===== src/rtl/vga_sync_if.sv =====
// Raster timing bundle from vga_sync_gen to the graphics generators and VGA pins.
// frame_tick is present only when VGA_FRAME_TICK_EN is defined.
interface vga_sync_if;
    logic       p_tick;
    logic       hsync;
    logic       vsync;
    logic       video_on;
    logic [9:0] pixel_x;
    logic [9:0] pixel_y;
`ifdef VGA_FRAME_TICK_EN
    logic       frame_tick;

    modport master (
        output p_tick, hsync, vsync, video_on, pixel_x, pixel_y, frame_tick
    );
    modport slave (
        input  p_tick, hsync, vsync, video_on, pixel_x, pixel_y, frame_tick
    );
`else
    modport master (
        output p_tick, hsync, vsync, video_on, pixel_x, pixel_y
    );
    modport slave (
        input  p_tick, hsync, vsync, video_on, pixel_x, pixel_y
    );
`endif
endinterface


===== src/rtl/vga_sync_gen.sv =====
// VGA raster timing generator: pixel-tick divider, 10-bit x/y counters, registered syncs.
// Optional VGA_FRAME_TICK_EN adds a one-clk frame_tick at entry to vertical blank.
module vga_sync_gen #(
    parameter int unsigned TICK_DIV  = 4,
    parameter int unsigned H_DISPLAY = 640,
    parameter int unsigned H_FRONT   = 16,
    parameter int unsigned H_SYNC    = 96,
    parameter int unsigned H_BACK    = 48,
    parameter int unsigned V_DISPLAY = 480,
    parameter int unsigned V_FRONT   = 10,
    parameter int unsigned V_SYNC    = 2,
    parameter int unsigned V_BACK    = 33
) (
    input  logic       clk,
    input  logic       reset,
    vga_sync_if.master vga
);

    localparam int unsigned H_TOTAL = H_DISPLAY + H_FRONT + H_SYNC + H_BACK;
    localparam int unsigned V_TOTAL = V_DISPLAY + V_FRONT + V_SYNC + V_BACK;

    localparam logic [9:0] H_LAST      = 10'(H_TOTAL - 1);
    localparam logic [9:0] V_LAST      = 10'(V_TOTAL - 1);
    localparam logic [9:0] H_VIS       = 10'(H_DISPLAY);
    localparam logic [9:0] V_VIS       = 10'(V_DISPLAY);
    localparam logic [9:0] V_VIS_LAST  = 10'(V_DISPLAY - 1);
    localparam logic [9:0] HS_FIRST    = 10'(H_DISPLAY + H_FRONT);
    localparam logic [9:0] HS_LAST     = 10'(H_DISPLAY + H_FRONT + H_SYNC - 1);
    localparam logic [9:0] VS_FIRST    = 10'(V_DISPLAY + V_FRONT);
    localparam logic [9:0] VS_LAST     = 10'(V_DISPLAY + V_FRONT + V_SYNC - 1);

    logic       p_tick;
    logic       line_end;
    logic [9:0] x_q, x_d;
    logic [9:0] y_q, y_d;
    logic       hsync_q, hsync_d;
    logic       vsync_q, vsync_d;

    // Pixel-tick divider; with TICK_DIV=1 every clk is a pixel period.
    generate
        if (TICK_DIV == 1) begin : g_no_div
            assign p_tick = 1'b1;
        end else begin : g_div
            localparam int unsigned DW = $clog2(TICK_DIV);
            localparam logic [DW-1:0] DIV_LAST = DW'(TICK_DIV - 1);

            logic [DW-1:0] div_cnt_q, div_cnt_d;

            always_comb begin
                div_cnt_d = div_cnt_q + 1'b1;
                if (div_cnt_q == DIV_LAST) begin
                    div_cnt_d = '0;
                end
            end

            always_ff @(posedge clk or posedge reset) begin
                if (reset) begin
                    div_cnt_q <= '0;
                end else begin
                    div_cnt_q <= div_cnt_d;
                end
            end

            assign p_tick = (div_cnt_q == DIV_LAST);
        end
    endgenerate

    always_comb begin
        x_d      = x_q;
        y_d      = y_q;
        line_end = 1'b0;
        if (p_tick) begin
            if (x_q == H_LAST) begin
                x_d      = '0;
                line_end = 1'b1;
            end else begin
                x_d = x_q + 10'd1;
            end
        end
        if (line_end) begin
            if (y_q == V_LAST) begin
                y_d = '0;
            end else begin
                y_d = y_q + 10'd1;
            end
        end
        // Syncs decode the next-state counts so they line up with pixel_x/pixel_y.
        hsync_d = !((x_d >= HS_FIRST) && (x_d <= HS_LAST));
        vsync_d = !((y_d >= VS_FIRST) && (y_d <= VS_LAST));
    end

    always_ff @(posedge clk or posedge reset) begin
        if (reset) begin
            x_q     <= '0;
            y_q     <= '0;
            hsync_q <= 1'b1;
            vsync_q <= 1'b1;
        end else begin
            x_q     <= x_d;
            y_q     <= y_d;
            hsync_q <= hsync_d;
            vsync_q <= vsync_d;
        end
    end

`ifdef VGA_FRAME_TICK_EN
    logic frame_tick_q, frame_tick_d;

    assign frame_tick_d = p_tick && (x_q == H_LAST) && (y_q == V_VIS_LAST);

    always_ff @(posedge clk or posedge reset) begin
        if (reset) begin
            frame_tick_q <= 1'b0;
        end else begin
            frame_tick_q <= frame_tick_d;
        end
    end

    assign vga.frame_tick = frame_tick_q;
`endif

    assign vga.p_tick   = p_tick;
    assign vga.hsync    = hsync_q;
    assign vga.vsync    = vsync_q;
    assign vga.pixel_x  = x_q;
    assign vga.pixel_y  = y_q;
    assign vga.video_on = (x_q < H_VIS) && (y_q < V_VIS);

endmodule


===== src/flat_wrapper.sv =====
// flat-port wrapper written by rule: the top's interface ports become plain ports
module vga_sync_gen_flat 
#(
    parameter int unsigned TICK_DIV  = 4,
    parameter int unsigned H_DISPLAY = 640,
    parameter int unsigned H_FRONT   = 16,
    parameter int unsigned H_SYNC    = 96,
    parameter int unsigned H_BACK    = 48,
    parameter int unsigned V_DISPLAY = 480,
    parameter int unsigned V_FRONT   = 10,
    parameter int unsigned V_SYNC    = 2,
    parameter int unsigned V_BACK    = 33
)
  (clk, reset, vga_p_tick, vga_hsync, vga_vsync, vga_video_on, vga_pixel_x, vga_pixel_y);
  vga_sync_if vga_i ();
  input  logic clk;
  input  logic reset;
  output wire logic [$bits(vga_i.p_tick)-1:0] vga_p_tick;
  output wire logic [$bits(vga_i.hsync)-1:0] vga_hsync;
  output wire logic [$bits(vga_i.vsync)-1:0] vga_vsync;
  output wire logic [$bits(vga_i.video_on)-1:0] vga_video_on;
  output wire logic [$bits(vga_i.pixel_x)-1:0] vga_pixel_x;
  output wire logic [$bits(vga_i.pixel_y)-1:0] vga_pixel_y;
  assign vga_p_tick = vga_i.p_tick;
  assign vga_hsync = vga_i.hsync;
  assign vga_vsync = vga_i.vsync;
  assign vga_video_on = vga_i.video_on;
  assign vga_pixel_x = vga_i.pixel_x;
  assign vga_pixel_y = vga_i.pixel_y;
  vga_sync_gen #(.TICK_DIV(TICK_DIV), .H_DISPLAY(H_DISPLAY), .H_FRONT(H_FRONT), .H_SYNC(H_SYNC), .H_BACK(H_BACK), .V_DISPLAY(V_DISPLAY), .V_FRONT(V_FRONT), .V_SYNC(V_SYNC), .V_BACK(V_BACK)) u_core (.clk(clk), .reset(reset), .vga(vga_i));
endmodule

===== config.mk =====
export PLATFORM = sky130hd
export DESIGN_NAME = vga_sync_gen_flat
export DESIGN_NICKNAME = d
export VERILOG_FILES = /design/src/rtl/vga_sync_if.sv /design/src/rtl/vga_sync_gen.sv /design/src/flat_wrapper.sv
export SDC_FILE = /design/constraint.sdc
export NUM_CORES = 1
export LEC_CHECK = 0
export CAP_MARGIN = 20
export CORE_AREA = 4 4 57 59
export CTS_CLUSTER_DIAMETER = 200
export DETAILED_ROUTE_END_ITERATION = 10
export DIE_AREA = 0 0 61 63
export GPL_TIMING_DRIVEN = 0
export PLACE_DENSITY_LB_ADDON = 0.05
export SLEW_MARGIN = 20
export SYNTH_ARGS = -nofsm -noshare
export SYNTH_HDL_FRONTEND = slang
export SYNTH_SLANG_ARGS = --single-unit

===== constraint.sdc =====
create_clock -name clk -period 2.15 [get_ports clk]
set_input_delay 0.215 -clock clk [delete_from_list [all_inputs] [get_ports clk]]
set_output_delay 0.215 -clock clk [all_outputs]
set_load 0.01 [all_outputs]

# --- Word-level counts from Yosys, hierarchy flattened ---
# Index checks and enable logic that the tools add are counted.
classes:
  add_sub_neg: 3
  n_eq_ne: 3
  reduce_logical: 5
  mux: 7
  order_cmp: 6
ops:
  columns: ["op", "count"]
  rows:
  - ["two-way mux 10 bit", 4]
  - ["adder 10 x 1 -> 10 bit (second input constant)", 2]
  - ["equality test 10 bit (second input constant)", 2]
  - [">= comparator 10 bit (second input constant)", 1]
  - [">= comparator 10 x 9 -> 1 bit (second input constant)", 1]
  - ["less-or-equal comparator 10 bit (second input constant)", 1]
  - ["less-or-equal comparator 10 x 9 -> 1 bit (second input constant)", 1]
  - ["< comparator 10 bit (second input constant)", 1]
  - ["< comparator 10 x 9 -> 1 bit (second input constant)", 1]
  - ["logical AND 1 bit", 3]
  - ["adder 2 x 1 -> 2 bit (second input constant)", 1]
  - ["equality test 2 bit (second input constant)", 1]
  - ["logical NOT 1 bit", 2]
  - ["two-way mux 1 bit", 2]
  - ["two-way mux 2 bit", 1]
word_totals:
  word_cells: 29
  ff_bits: 24
  inputBits: 2

# --- Logic depth before layout (Yosys ltp) ---
depth:
  depth_word: 7
  depth_mapped: 8

# --- Worst setup path before layout ---
# OpenSTA, ideal clock, no wires.
synth_path:
  path_kind: "reg-to-reg"
  startpoint: "reg u_core.g_div.div_cnt_q[0]"
  endpoint: "reg u_core.hsync_q, in the netlist u_core.vga.hsync"
  n_path_buf: 1
  t_arrival_ns: 2.004
  setup_time_ns: 0.094
  slack_ns: 0.052
  stages_incl_launch_ff: 8
  required_time_ns: 2.056
  path_cell_list: "dfrtp_1 -> ha_1 -> buf_4 -> nand4_4 -> or4_4 -> a21oi_2 -> nand2_1 -> or4_1"
synth_between:
  elab_chain_len: 5
  word_cells_on_any_way: 6
  classes_between: "2 x order compare; 1 x eq/ne; 1 x mux; 2 x reduce/logical"
synth_rtl:
  columns: ["element", "line_no", "source"]
  rows:
  - ["start: declaration", "vga_sync_gen.sv:47", "logic [DW-1:0] div_cnt_q, div_cnt_d;"]
  - ["start signal: assignment", "vga_sync_gen.sv:60", "div_cnt_q <= div_cnt_d;"]
  - ["equality test 2 bit *", "vga_sync_gen.sv:64", "assign p_tick = (div_cnt_q == DIV_LAST);"]
  - ["via vga_p_tick", "flat_wrapper.sv:18", "output wire logic [$bits(vga_i.p_tick)-1:0] vga_p_tick;"]
  - ["two-way mux 10 bit *", "vga_sync_gen.sv:72", "if (p_tick) begin"]
  - ["via u_core.x_d[9]", "vga_sync_gen.sv:34", "logic [9:0] x_q, x_d;"]
  - [">= comparator 10 bit / less-or-equal comparator 10 bit (equally long branches)", "vga_sync_gen.sv:88", "hsync_d = !((x_d >= HS_FIRST) && (x_d <= HS_LAST));"]
  - ["logical AND 1 bit *", "vga_sync_gen.sv:88", null]
  - ["logical NOT 1 bit *", "vga_sync_gen.sv:88", null]
  - ["via u_core.hsync_d", "vga_sync_gen.sv:36", "logic hsync_q, hsync_d;"]
  - ["end signal: assignment", "vga_sync_gen.sv:101", "hsync_q <= hsync_d;"]
  - ["end: declaration", "vga_sync_gen.sv:36", null]
# Mark *: on every way through the listed nets, which the timed path passes. The rest lies on a longest branch.

# --- Worst setup path in the final report ---
layout_path:
  startpoint: "reg u_core.g_div.div_cnt_q[0]"
  endpoint: "reg u_core.hsync_q, in the netlist u_core.vga.hsync"
layout_between:
  elab_chain_len: 5
  word_cells_on_any_way: 6
  classes_between: "2 x order compare; 1 x eq/ne; 1 x mux; 2 x reduce/logical"
layout_rtl:
  columns: ["element", "line_no"]
  rows:
  - ["equality test 2 bit *", "vga_sync_gen.sv:64"]
  - ["two-way mux 10 bit *", "vga_sync_gen.sv:72"]
  - ["via u_core.x_d[9]", "vga_sync_gen.sv:34"]
  - [">= comparator 10 bit / less-or-equal comparator 10 bit (equally long branches)", "vga_sync_gen.sv:88"]
  - ["logical AND 1 bit *", "vga_sync_gen.sv:88"]
  - ["logical NOT 1 bit *", "vga_sync_gen.sv:88"]
  - ["via u_core.hsync_d", "vga_sync_gen.sv:36"]
# Marks and branches as above.

==> summary.md <==
| Metric | Value |
|---|---|
| Cts bufs inserted | 3 |
| Register area share after synthesis | ~45% |
| Ant diodes | 0 |
| Final TNS setup | 0 ns |
| Register area | 605.6 um^2 |
| GRT Total Usage | ~18% |
| Inst Count DP | around 200 |
| Main combinational cell family by area after synthesis | simple AND/OR/NAND/NOR gates |
| Count of pins over their slew limit | 0 |
| Ys flop type | dfrtp_1 |
| H-tree Lvls | 1 |
| Max clock buf depth | 2 |
| IO Pins | 26 |
| Fin nets | about 180 |
| Core Region | 0.002710 mm^2 |
| Synth unique cells | 41 |
| Fin util | 64.36% |
| Leakage power | between 0.6 and 0.7 nW |
| Synth async-reset ratio | 100.0% |
| Seq cells post-synth | 24 |
| Status | completed |
| Critical path type | reg2reg |
| Buffers on Ports | 25 |
| FMAX | just under 0.5 GHz |
| Hold_ws | 0.3815 ns |
| Setup WS pre-CTS | -0.01831 ns |
| Min-delay worst type | in2async |
| Reg clk slew, reported paths | 0.14 ns |
| CTS tree | built |
| Cell area power density | roughly 450 mW/mm^2 |
| WP data arrival | ~2.3 ns |
| CTS Hold Buffers Added | 0 |
| Mapped Nets | approximately 150 |
| Initial core utilization | 49.63% |
| Fin cells | 208 |
| Startpoint types | flip-flop |
| Share of cells above drive strength 1 | 15.82% |
| Routed wire per std cell | 14.70 um |
| Post-Synth XOR/XNOR Area | 5.209% |
| Yosys warns | 0 |
| Synth Area in Adders | between 3 and 4% |
| Worst VDD drop | 0.3437 mV |
| Largest net degree at the start of global routing | 25 |
| Initial antenna violation count | 0 |
| Clk_skew | 0.005951 ns |
| Cell Area, Placed | ~0.0016 mm^2 |
| First-pass GRT wire length | 5409 um |
| Chip height | 63 um |
| HPWL Detailed | 2177 um |
| Die area | 0.003843 mm^2 |
| Period utilization | a little over nine tenths |
| Routed Antenna Nets | 0 |
| Final setup violation count | 0 |
| Slew @ Worst Pin | between 0.9 and 1 ns |
| Crit path time final | 2.065 ns |
| Setup ws final | roughly 0.085 ns |
| Mean Syn Cell Area | slightly above 9 um^2 |
| Simple-Gate Fraction of Synth Area | about a quarter |
| Routability Congestion | between 0.8 and 0.9 |
| Pre-antenna DRT Iters | 4 |
| Initial drt markers | 61 |
| Chip Width | 61 um |
| Post-Route WL | 3057 um |
| Clk sinks | 24 |
| Number of synthesized flops with an enable pin | 0 |
| Area occupied by multi-input gates | 718.2 um^2 |
| Total gr overflow | 0 |
| Root Buffer Master | clkbuf_4 |
| Routed vias | 1207 |
| Crit end category | flip-flop |
| Fillers | 230 |
| CP Max Fanout | 8 |
| Post-synthesis mux area share | 0.8372% |
| Max_cap viols | 0 |
| Slew margin rel. | 38.52% |
| # rows | 19 |
| Total chip power | about 800 uW |
| Vias in the first global route | around 1200 |
| Post-synthesis compound-gate area fraction | 15.07% |
| Fin. Hold Viols | 0 |
| Synthesized instance count | between 100 and 150 |
| Worst endpoint required time | ~2.4 ns |
| Avg Vias per Cell | roughly 5.8 |
| Worst skew pair latency | 0.31 ns |
| Post-Syn Area | 0.001345 mm^2 |
| Area growth, synth to finish | 29.67% |
| DRC violations left | 0 |
| Finished Cell Area | 0.001744 mm^2 |
-- timing repair --
action / 4_1_cts / 5_1_grt
pin swaps: 1 / 1
endpoints found under the setup margin: 1 / 7
gates cloned: 0 / 0
setup buffers: 1 / 2
gates resized for setup: 2 / 13
endpoints found under the hold margin: 0 / 0
-- path summary, 6_finish.rpt --
| check | from | endpoint | slack, ns | cells after the start |
|---|---|---|---|---|
| max | u_core.g_div.div_cnt_q[0] | u_core.vga.hsync | 0.08 | 7 |
| min | reset | u_core.vga.pixel_y[1] | 0.38 | 2 |
| max reg2reg | u_core.g_div.div_cnt_q[0] | u_core.vga.hsync | 0.08 | 7 |
| min reg2reg | u_core.g_div.div_cnt_q[1] | u_core.g_div.div_cnt_q[1] | 0.51 | 1 |
| max in group asynchronous | reset | u_core.vga.pixel_x[1] | 1.14 | 2 |
| min in group clk | u_core.g_div.div_cnt_q[1] | u_core.g_div.div_cnt_q[1] | 0.51 | 1 |
-- routing by layer --
layer | vias to the layer above | track usage [%] | wire (um)
met2 | 29 | 31.55 | 1556
met3 | 4 | 2.686 | 82
li1 | 591 | - | -
met1 | 583 | 22.19 | 1372
met5 | - | 0 | 0
met4 | 0 | 6.504 | 45
-- cells by family (layout without fill, tap and decap cells) --
family	Yosys count	after routing
XOR/XNOR	8	8
flip-flops	24	24
adder cells (fa/ha/maj)	4	4
AND/OR/NAND/NOR	64	64
AO/OA/AOI/OAI	32	32
multiplexers	1	1
buffers and inverters	12	44
-- state kept, by name, indices dropped and copies added (netlist names) --
register,cells
u_core.vga.pixel_x,10
u_core.vga.pixel_y,10
u_core.g_div.div_cnt_q,2
u_core.vga.hsync,1
u_core.vga.vsync,1
-- cells in the mapped netlist, types with 3 or more instances --
cell / instances / area [um^2]
a21oi_1: 4 / 20.02
clkbuf_1: 5 / 18.77
dfrtp_1: 22 / 550.5
ha_1: 4 / 50.05
inv_1: 6 / 22.52
nand2_1: 14 / 52.55
nand3_1: 8 / 40.04
nand4_1: 6 / 37.54
nor2_1: 9 / 33.78
nor3_1: 9 / 45.04
o21ai_0: 12 / 60.06
o31ai_1: 3 / 22.52
xnor2_1: 4 / 35.03
xor2_1: 4 / 35.03
-- power breakdown --
part | total (mW) | internal, mW | switching (mW)
sequential | 0.452 | 0.452 | 0
combinational | 0.0104 | 0.00167 | 0.00872
clock | 0.328 | 0.188 | 0.139
-- layout by cell type, fill, tap and decap left out, types with 2 or more instances in the layout --
cell type and count:
a21oi_1 4, and2_1 2, and3_1 2, and3_2 2
buf_4 3, clkbuf_1 2, clkbuf_2 3, clkbuf_4 3
clkdlybuf4s50_1 25, dfrtp_1 20, dfrtp_2 2, dfstp_2 2
ha_1 3, inv_1 6, nand2_1 14, nand2b_1 2
nand3_1 7, nand4_1 6, nor2_1 9, nor3_1 8
o21ai_0 12, o22ai_1 2, o31ai_1 2, or4_1 2
xnor2_1 4, xor2_1 4
-- worst max-delay path, stage by stage, from the launching register on --
cell and delay [ns]:
dfrtp_1 0.39, ha_2 0.19, buf_6 0.13, nand4_4 0.13, or4_4 0.45, a21oi_4 0.14
nand2_1 0.07, or4_1 0.50
-- final cells by class --
| type | count | area share, % |
|---|---|---|
| Buffer | 6 | 1.937 |
| Clock buffer | 3 | 1.291 |
| Clock inverter | 1 | 1.722 |
| Inverter | 6 | 1.291 |
| Multi-Input combinational cell | 109 | 41.18 |
| Sequential cell | 24 | 34.72 |
| Tap cell | 31 | 2.224 |
| Timing Repair Buffer | 28 | 15.64 |
No activity file was read; power rests on OpenSTA's default activity.
